File: config.mk
export PLATFORM = sky130hd
export DESIGN_NAME = smm_csr_pack
export DESIGN_NICKNAME = d
export VERILOG_FILES = /design/src/rtl/smm_csr_pack.sv
export SDC_FILE = /design/constraint.sdc
export NUM_CORES = 2
export LEC_CHECK = 0
export ABC_CLOCK_PERIOD_IN_PS = 11520
export BUFFER_PORTS_ARGS = -buffer_cell sky130_fd_sc_hd__buf_4
export CORE_ASPECT_RATIO = 2
export CORE_MARGIN = 3
export CORE_UTILIZATION = 40
export DETAILED_ROUTE_END_ITERATION = 10
export PLACE_DENSITY = 0.51
export SYNTH_ARGS = -nofsm -noshare
export SYNTH_HDL_FRONTEND = slang
export SYNTH_SLANG_ARGS = --single-unit
File: constraint.sdc
create_clock -name clk -period 11.52 [get_ports clk]
set_input_delay 1.152 -clock clk [delete_from_list [all_inputs] [get_ports clk]]
set_output_delay 1.152 -clock clk [all_outputs]
set_load 0.03 [all_outputs]
File: src/rtl/smm_csr_pack.sv
// CSR packer: gathers (row,col,val) triplets of a 32x32 product, counting-sorts
// them by row and streams 33 row pointers followed by the column/value pairs.
module smm_csr_pack #(
  parameter int MAX_NNZ = 46,
  parameter int DIM     = 32
) (
  input  logic       clk,
  input  logic       rst_n,
  input  logic       in_valid,
  input  logic [4:0] in_row,
  input  logic [4:0] in_col,
  input  logic [8:0] in_val,
  input  logic       in_done,
  output logic       in_ready,
  output logic       out_valid,
  input  logic       out_ready,
  output logic       out_kind,
  output logic [5:0] out_ptr,
  output logic [4:0] out_col,
  output logic [8:0] out_val,
  output logic       err_ovf
);

  typedef enum logic [2:0] {S_IDLE, S_LOAD, S_SCAN, S_SCATTER, S_OUT} state_e;
  typedef struct packed { logic [4:0] row; logic [4:0] col; logic [8:0] val; } trip_t;
  typedef struct packed { logic [4:0] col; logic [8:0] val; } ent_t;

  state_e     state_q, state_d;
  logic [5:0] n_q, n_d;
  logic [6:0] k_q, k_d;
  logic       err_q, err_d;
  logic       ov_q, ov_d;
  logic       kind_q, kind_d;
  logic [5:0] optr_q, optr_d;
  logic [4:0] ocol_q, ocol_d;
  logic [8:0] oval_q, oval_d;

  trip_t      buf_mem [MAX_NNZ];
  ent_t       csr_mem [MAX_NNZ];
  logic [5:0] cnt_q   [DIM];
  logic [5:0] ptr_q   [DIM+1];
  logic [5:0] fill_q  [DIM];

  logic       accept, store, scan_en, scat_en, clr_rows;
  trip_t      scat_t;
  ent_t       beat_e;
  logic [6:0] last_k;

  assign in_ready = (state_q == S_IDLE) || (state_q == S_LOAD);
  assign accept   = in_ready && in_valid && (in_val != 9'd0);
  assign store    = accept && (n_q != 6'(MAX_NNZ));
  assign scat_t   = buf_mem[k_q[5:0]];
  assign beat_e   = csr_mem[6'(k_q - 7'(DIM + 1))];
  // k_q doubles as scan row, scatter index and beat index; last_k is the final beat.
  assign last_k   = 7'(DIM) + {1'b0, n_q};

  always_comb begin
    // NOTE: every next-state value is defaulted first so no branch can leave one unassigned and infer a latch.
    state_d  = state_q;
    n_d      = n_q;
    k_d      = k_q;
    err_d    = err_q;
    ov_d     = ov_q;
    kind_d   = kind_q;
    optr_d   = optr_q;
    ocol_d   = ocol_q;
    oval_d   = oval_q;
    scan_en  = 1'b0;
    scat_en  = 1'b0;
    clr_rows = 1'b0;
    if (store) n_d = n_q + 6'd1;

    unique case (state_q)
      S_IDLE: begin
        if (in_done || accept) begin
          err_d   = 1'b0;
          k_d     = 7'd0;
          state_d = in_done ? S_SCAN : S_LOAD;
        end
      end
      S_LOAD: begin
        if (accept && !store) err_d = 1'b1;
        if (in_done) begin
          k_d     = 7'd0;
          state_d = S_SCAN;
        end
      end
      S_SCAN: begin
        scan_en = 1'b1;
        k_d     = k_q + 7'd1;
        if (k_q == 7'(DIM - 1)) begin
          k_d     = 7'd0;
          state_d = (n_q == 6'd0) ? S_OUT : S_SCATTER;
        end
      end
      S_SCATTER: begin
        scat_en = 1'b1;
        k_d     = k_q + 7'd1;
        if (k_q == {1'b0, n_q} - 7'd1) begin
          k_d     = 7'd0;
          state_d = S_OUT;
        end
      end
      S_OUT: begin
        if (!ov_q || out_ready) begin
          if (k_q <= last_k) begin
            ov_d = 1'b1;
            k_d  = k_q + 7'd1;
            if (k_q <= 7'(DIM)) begin
              kind_d = 1'b0;
              optr_d = ptr_q[k_q[5:0]];
              ocol_d = 5'd0;
              oval_d = 9'd0;
            end else begin
              kind_d = 1'b1;
              optr_d = 6'd0;
              ocol_d = beat_e.col;
              oval_d = beat_e.val;
            end
          end else begin
            ov_d     = 1'b0;
            kind_d   = 1'b0;
            optr_d   = 6'd0;
            ocol_d   = 5'd0;
            oval_d   = 9'd0;
            k_d      = 7'd0;
            n_d      = 6'd0;
            clr_rows = 1'b1;
            state_d  = S_IDLE;
          end
        end
      end
      default: state_d = S_IDLE;
    endcase
  end

  always_ff @(posedge clk) begin
    // NOTE: non-blocking assignments make every register sample pre-edge values, so ptr[r+1] sees the ptr[r] of the previous cycle.
    if (rst_n) begin
      state_q <= S_IDLE;
      n_q     <= 6'd0;
      k_q     <= 7'd0;
      err_q   <= 1'b0;
      ov_q    <= 1'b0;
      kind_q  <= 1'b0;
      optr_q  <= 6'd0;
      ocol_q  <= 5'd0;
      oval_q  <= 9'd0;
      for (int r = 0; r < DIM; r++) begin
        cnt_q[r]  <= 6'd0;
        fill_q[r] <= 6'd0;
      end
      for (int r = 0; r <= DIM; r++) ptr_q[r] <= 6'd0;
    end else begin
      state_q <= state_d;
      n_q     <= n_d;
      k_q     <= k_d;
      err_q   <= err_d;
      ov_q    <= ov_d;
      kind_q  <= kind_d;
      optr_q  <= optr_d;
      ocol_q  <= ocol_d;
      oval_q  <= oval_d;
      if (clr_rows) begin
        for (int r = 0; r < DIM; r++) begin
          cnt_q[r]  <= 6'd0;
          fill_q[r] <= 6'd0;
        end
        for (int r = 0; r <= DIM; r++) ptr_q[r] <= 6'd0;
      end
      if (store) cnt_q[in_row] <= cnt_q[in_row] + 6'd1;
      if (scan_en) begin
        ptr_q[k_q[5:0] + 6'd1] <= ptr_q[k_q[5:0]] + cnt_q[k_q[4:0]];
        fill_q[k_q[4:0]]       <= ptr_q[k_q[5:0]];
      end
      if (scat_en) fill_q[scat_t.row] <= fill_q[scat_t.row] + 6'd1;
    end
  end

  // NOTE: the entry and CSR memories carry no reset; every slot read is written earlier in the same matrix.
  always_ff @(posedge clk) begin
    if (store)   buf_mem[n_q] <= {in_row, in_col, in_val};
    if (scat_en) csr_mem[fill_q[scat_t.row]] <= {scat_t.col, scat_t.val};
  end

  assign out_valid = ov_q;
  assign out_kind  = kind_q;
  assign out_ptr   = optr_q;
  assign out_col   = ocol_q;
  assign out_val   = oval_q;
  assign err_ovf   = err_q;

endmodule

# [Word level (Yosys, flattened, before mapping)]
# Memory sizes are Yosys's and may differ from the RTL's. A register that Yosys moved wholly into a read port is not among the register bits.
# Cells that the tools add are included.
[word_totals] n_memories=5 output_inout_bits=24 reg_bits=39 input_bits=24 ram_bits=2100 word_cells=326
[mem_list] name="buf_mem" depth=46 width=19 read_ports=1 rd_clocked_by_memory_dff=1 wr=1 line_no="38" text="trip_t buf_mem [MAX_NNZ];"
[mem_list] name="csr_mem" depth=46 width=14 read_ports=1 rd_clocked_by_memory_dff=0 wr=1 line_no="39" text="ent_t csr_mem [MAX_NNZ];"
[mem_list] name="ptr_q" depth=33 width=6 read_ports=1 rd_clocked_by_memory_dff=1 wr=33 line_no="41" text="logic [5:0] ptr_q [DIM+1];"
[mem_list] name="cnt_q" depth=32 width=6 read_ports=2 rd_clocked_by_memory_dff=1 wr=32 line_no="40" text="logic [5:0] cnt_q [DIM];"
[mem_list] name="fill_q" depth=32 width=6 read_ports=1 rd_clocked_by_memory_dff=0 wr=32 line_no="42" text="logic [5:0] fill_q [DIM];"
[op_classes] n_eq_ne=14 reduce_logical=22 n_addsub=9 muxes=168 magnitude_cmp=2 bitwise=97
[op_table] cell="2-to-1 mux 6 bit" count=112
[op_table] cell="OR 1 bit" count=97
[op_table] cell="2-to-1 mux 7 bit" count=6
[op_table] cell="2-to-1 mux 5 bit" count=7
[op_table] cell="case mux 7 bit (5 select lines)" count=1
[op_table] cell="2-to-1 mux 1 bit" count=30
[op_table] cell="adder 6 x 1 -> 6 bit, second input constant" count=4
[op_table] cell="OR reduction 6 bit" count=4
[op_table] cell="2-to-1 mux 3 bit" count=7
[op_table] cell="2-to-1 mux 9 bit" count=2
[op_table] cell="case mux 3 bit (5 select lines)" count=1
[op_table] cell="inequality test 2 bit, second input constant" count=5
[op_table] cell="nonzero test 9 bit" count=1
[op_table] cell="adder 6 x 6 -> 7 bit, first input constant" count=1
[op_table] cell="adder 7 x 1 -> 7 bit, second input constant" count=1
[op_table] cell="equality test 7 x 5 -> 1 bit, second input constant" count=1
[op_table] cell="equality test 7 bit" count=1
[op_table] cell="<= comparator 7 x 6 -> 1 bit, second input constant" count=1
[op_table] cell="<= comparator 7 bit" count=1
[op_table] cell="subtractor 6 x 1 -> 7 bit, second input constant" count=1
[op_table] cell="adder 6 bit" count=1
[op_table] cell="equality test 3 x 2 -> 1 bit, second input constant" count=2
[op_table] cell="logical NOT 6 bit" count=1
[op_table] cell="inequality test 6 bit, second input constant" count=1
[op_table] cell="16 further kinds" count=23

# [Logic depth before layout (Yosys ltp)]
[depth] depth_word=11 ltp_mapped=22 depth_no_buf=15

# [Least setup slack after synthesis]
# Ideal clock, no wire load.
[synth_path] path_kind="register to register" startpoint="reg (tool-made name)" endpoint="mem ptr_q[33][4] (data pin)" n_path_buf=10 required_ps=11177 arrival_ps=5886 path_stages_with_launch=20 period_less_slack_ps=6229 setup_time_ps=343 setup_slack_ps=5291 cell_sequence="dfxtp_1 -> buf_6 -> buf_8 -> buf_6 -> buf_2 -> buf_2 -> buf_2 -> clkbuf_1 -> clkbuf_1 -> buf_1 -> mux4_2 -> mux4_2 -> mux2_2 -> ha_1 -> fa_1 -> a21o_1 -> a21oi_1 -> xor2_1 -> clkbuf_1 -> inv_1"
[synth_lines] item="end: declaration" line_no="41"

==> run_results.csv <==
group,metric,value,unit
timing,rsz0062_at_grt,"no",
layout,fin_cells,8823,
floorplan,core,238000,µm²
worst_setup_path,ff2ff_setup_slack,4.26,ns
yosys,synth_top_area_cell,"edfxtp_1",
clock_network,cts_hold_buf,0,
yosys,ys_seq_area_share,72.4,%
yosys,synth.avg_cell_area,18.0,µm²
layout,drive_gt1_share,23.7,%
power,p_per_area,182,nW/µm²
yosys,synthMostInstantiatedCell,"edfxtp_1",
yosys,synthCells,5333,
clock_network,htree_levels,4,
clock_network,cts-root-buf,"clkbuf_16",
power,switching_share,26.0,%
clock_network,cts_resized,0,
yosys,syn_area,96100,µm²
min_path,min_from,"err_ovf",
timing,period_needed,7.26,ns
worst_setup_path,reg2reg_depth,15,
worst_setup_path,crit_required,12.00,ns
yosys,syn_nets,5379,
timing,maxSlewViolCount,0,
min_path,hp-class,"flip-flop to flip-flop",
clock_network,clock_sink_count,2331,
floorplan,initial_utilization,40.3,%
timing,clock_skew,0.0745,ns
worst_setup_path,path_depth,15,
yosys,synth-edff-count,2286,
timing,final.setup.tns,0,ns
clock_network,cts_setup_buffers,0,
worst_setup_path,cp-end-kind,"flip-flop",
routing,met2WireLength,156,mm
worst_setup_path,slowest_stage,"nor2_1",
timing,hold_viol,0,
placed_design,place_congestion,0.867,
yosys,netlist.area_leader.share,71.4,%
flow_run,drv_cap,0,
worst_setup_path,crit_type,"flip-flop to flip-flop",
floorplan,num_io_pins,48,
global_routing,grt_overflow_total,0,
placed_design,dp_cells,8434,
layout,nets,5509,
yosys,ys_ff_latch,2331,
status,status,"finished clean",
worst_setup_path,crit_family,"simple AND/OR/NAND/NOR gates",
clock_network,tritoncts,"done",
global_routing,first_global_vias,52900,
routing,routed_wl,275,mm
floorplan,dieWidth,353,µm
clock_network,cts_buffer_depth,4,
routing,drt_iter0_markers,4012,
floorplan,die_h,699,µm
timing,setup_viol,0,
routing,wl_met1,93.8,mm
power,combinationalPowerShare,13.6,%
yosys,async_flop_share,0,%
routing,wl_per_cell,31.2,µm
routing,vias,50200,
placed_design,io_buffer_count,47,
clock_network,cts_made_buffers,214,
power,pwr-share-seq,49.9,%
power,p_int,0.0146,W
routing,drc,0,
worst_setup_path,path_cells,"buf_12, buf_4, mux4_2, mux4_2, nand2_1, o41a_1, nor2b_1, and2_0, o211ai_1, nand4_1, nor4_2, inv_1, nor2_1, nand2_1, nor2_1",
worst_setup_path,cpPeakStageDelay,1.09,ns
timing,max_slew_margin,12.2,%
routing,highest_layer,"met4",
clock_network,clk_latency,0.88,ns
yosys,yosys_warnings,0,
placed_design,place_hpwl,181,mm
worst_setup_path,path_buf_inv,3,
timing,fin_ws,4.26,ns
power,leakagePower,33.7,nW
timing,worst_slew_pin_slew,1.31,ns
routing,drt_pass1_iterations,6,
worst_setup_path,critPathMaxFanout,61,
floorplan,rows,253,
min_path,whs_endpoint,"err_ovf",
global_routing,antenna_found_initial,4,
timing,finalCritPeriodShare,63.0,%
worst_setup_path,r2r-end,"csr_mem[45][8]",
floorplan,die_area,247000,µm²
layout,fillers,20500,
power,vdd_drop_max,0.124,mV
placed_design,place_ws,4.13,ns
power,p_clk_share,36.5,%
min_path,holdPathStages,2,
clock_network,clk_pin_slew,0.07,ns
timing,max_freq,0.138,GHz
routing,avgViaCountPerCell,5.69,
worst_setup_path,startpoint_type,"flip-flop",
global_routing,grt_max_degree,101,
routing,wl_met3,9.40,mm
global_routing,grt_pass1_wl,393,mm
yosys,synth_flop_cell,"edfxtp_1",
timing,holdWs,0.507,ns
yosys,synthDistinctLibCells,79,
routing,ant_nets,0,
yosys,ys_top_cells_by_count,"edfxtp_1, nor2_1, mux4_2, nand2_1, clkbuf_1",
global_routing,track_usage,22.2,%
yosys,synthTopCellsByArea,"edfxtp_1, mux4_2, nor2_1, mux2i_1, nand2_1",
layout,syn_to_final_growth,12.3,%
power,switching_power,0.00511,W
worst_setup_path,arrival,7.75,ns
==> placed cells by master, fill, tap and decap left out, drive strengths merged, types with 13 or more instances in the layout <==
cell and instances:
edfxtp 2286, nor2 822, mux4 615, nand2 354
clkbuf 268, buf 238, mux2i 148, clkinv 82
a22oi 72, a21oi 68, mux2 52, nand3 49
a211oi 47, dfxtp 45, nor3 44, and2 44
inv 38, o21ai 38, o211ai 26, bufinv 26
xnor2 22, a31oi 21, ha 21, nor2b 18
nand2b 17, a311oi 16, nand4 15, xor2 13
==> worst max-delay path by stage <==
| stage | slack (ns) | endpoint |
|---|---|---|
| 2_1_floorplan | 5.29 | ptr_q[33][4] |
| 3_5_place_dp | 4.13 | csr_mem[45][10] |
| 4_1_cts | 4.15 | csr_mem[45][8] |
| 6_report | 4.26 | csr_mem[45][8] |
| 5_1_grt | 3.76 | csr_mem[45][3] |
| 3_3_place_gp | 4.15 | csr_mem[45][0] |
==> logic make-up (layout without fill, tap and decap cells) <==
family,after synthesis,in the layout,share of synthesized area [%]
DFF,2331,2331,72.4
and+or+nand+nor,1403,1403,6.11
muxes,815,815,16.6
AOI/OAI and AO/OA,370,370,2.73
buffers and inverters,357,658,1.62
xor gates and xnor gates,35,35,0.319
adders and majority gates,22,22,0.294
other,0,2,0
==> cell type report <==
class | count | area (µm²) | area share [%]
Sequential cell | 2331 | 69600 | 64.4
Multi-Input combinational cell | 2645 | 25500 | 23.6
Clock buffer | 268 | 5610 | 5.20
Tap cell | 3187 | 3990 | 3.69
Timing Repair Buffer | 238 | 1850 | 1.71
Clock inverter | 119 | 1280 | 1.18
Inverter | 33 | 124 | 0.115
Antenna cell | 2 | 5.00 | 0.00464
==> state kept, by name (all words and copies together), names as in the netlist, 3 cells and up, named ones only <==
register,count
buf_mem,874
cnt_q,192
csr_mem,644
fill_q,192
k_q,7
n_q,6
out_col,5
out_ptr,6
out_val,9
ptr_q,384
state_q,3
==> routing by layer <==
metal	global-route usage [%]	vias to the layer above
met1	23.7	27000
met3	2.25	519
met2	43.0	1296
met4	11.3	0
met5	0	-
li1	-	21400
==> power by group through the flow <==
stage | registers (W) | clock network, W | logic (W)
6_report | 0.00981 | 0.00719 | 0.00267
5_1_grt | 0.00983 | 0.00764 | 0.00283
4_1_cts | 0.00982 | 0.00735 | 0.00273
3_5_place_dp | 0.0100 | 0 | 0.00272
3_3_place_gp | 0.00999 | 0 | 0.00269
2_1_floorplan | 0.00997 | 0 | 0.00158
==> stage by stage <==
stage | cell area (µm²) | total power (W) | util, %
floorplan | 96100 | 0.0115 | -
global placement | 101000 | 0.0127 | 42.4
detailed placement | 101000 | 0.0127 | 42.4
CTS | 108000 | 0.0199 | 45.3
global route | 108000 | 0.0203 | 45.3
finish | 108000 | 0.0197 | 45.3
==> worst min-delay path, cell delays in order (launching register included) <==
cell	delay [ns]
dfxtp_1	0.32
nor2_1	0.10
nor3_1	0.05
Note: power is estimated with default switching activity, not from simulation.
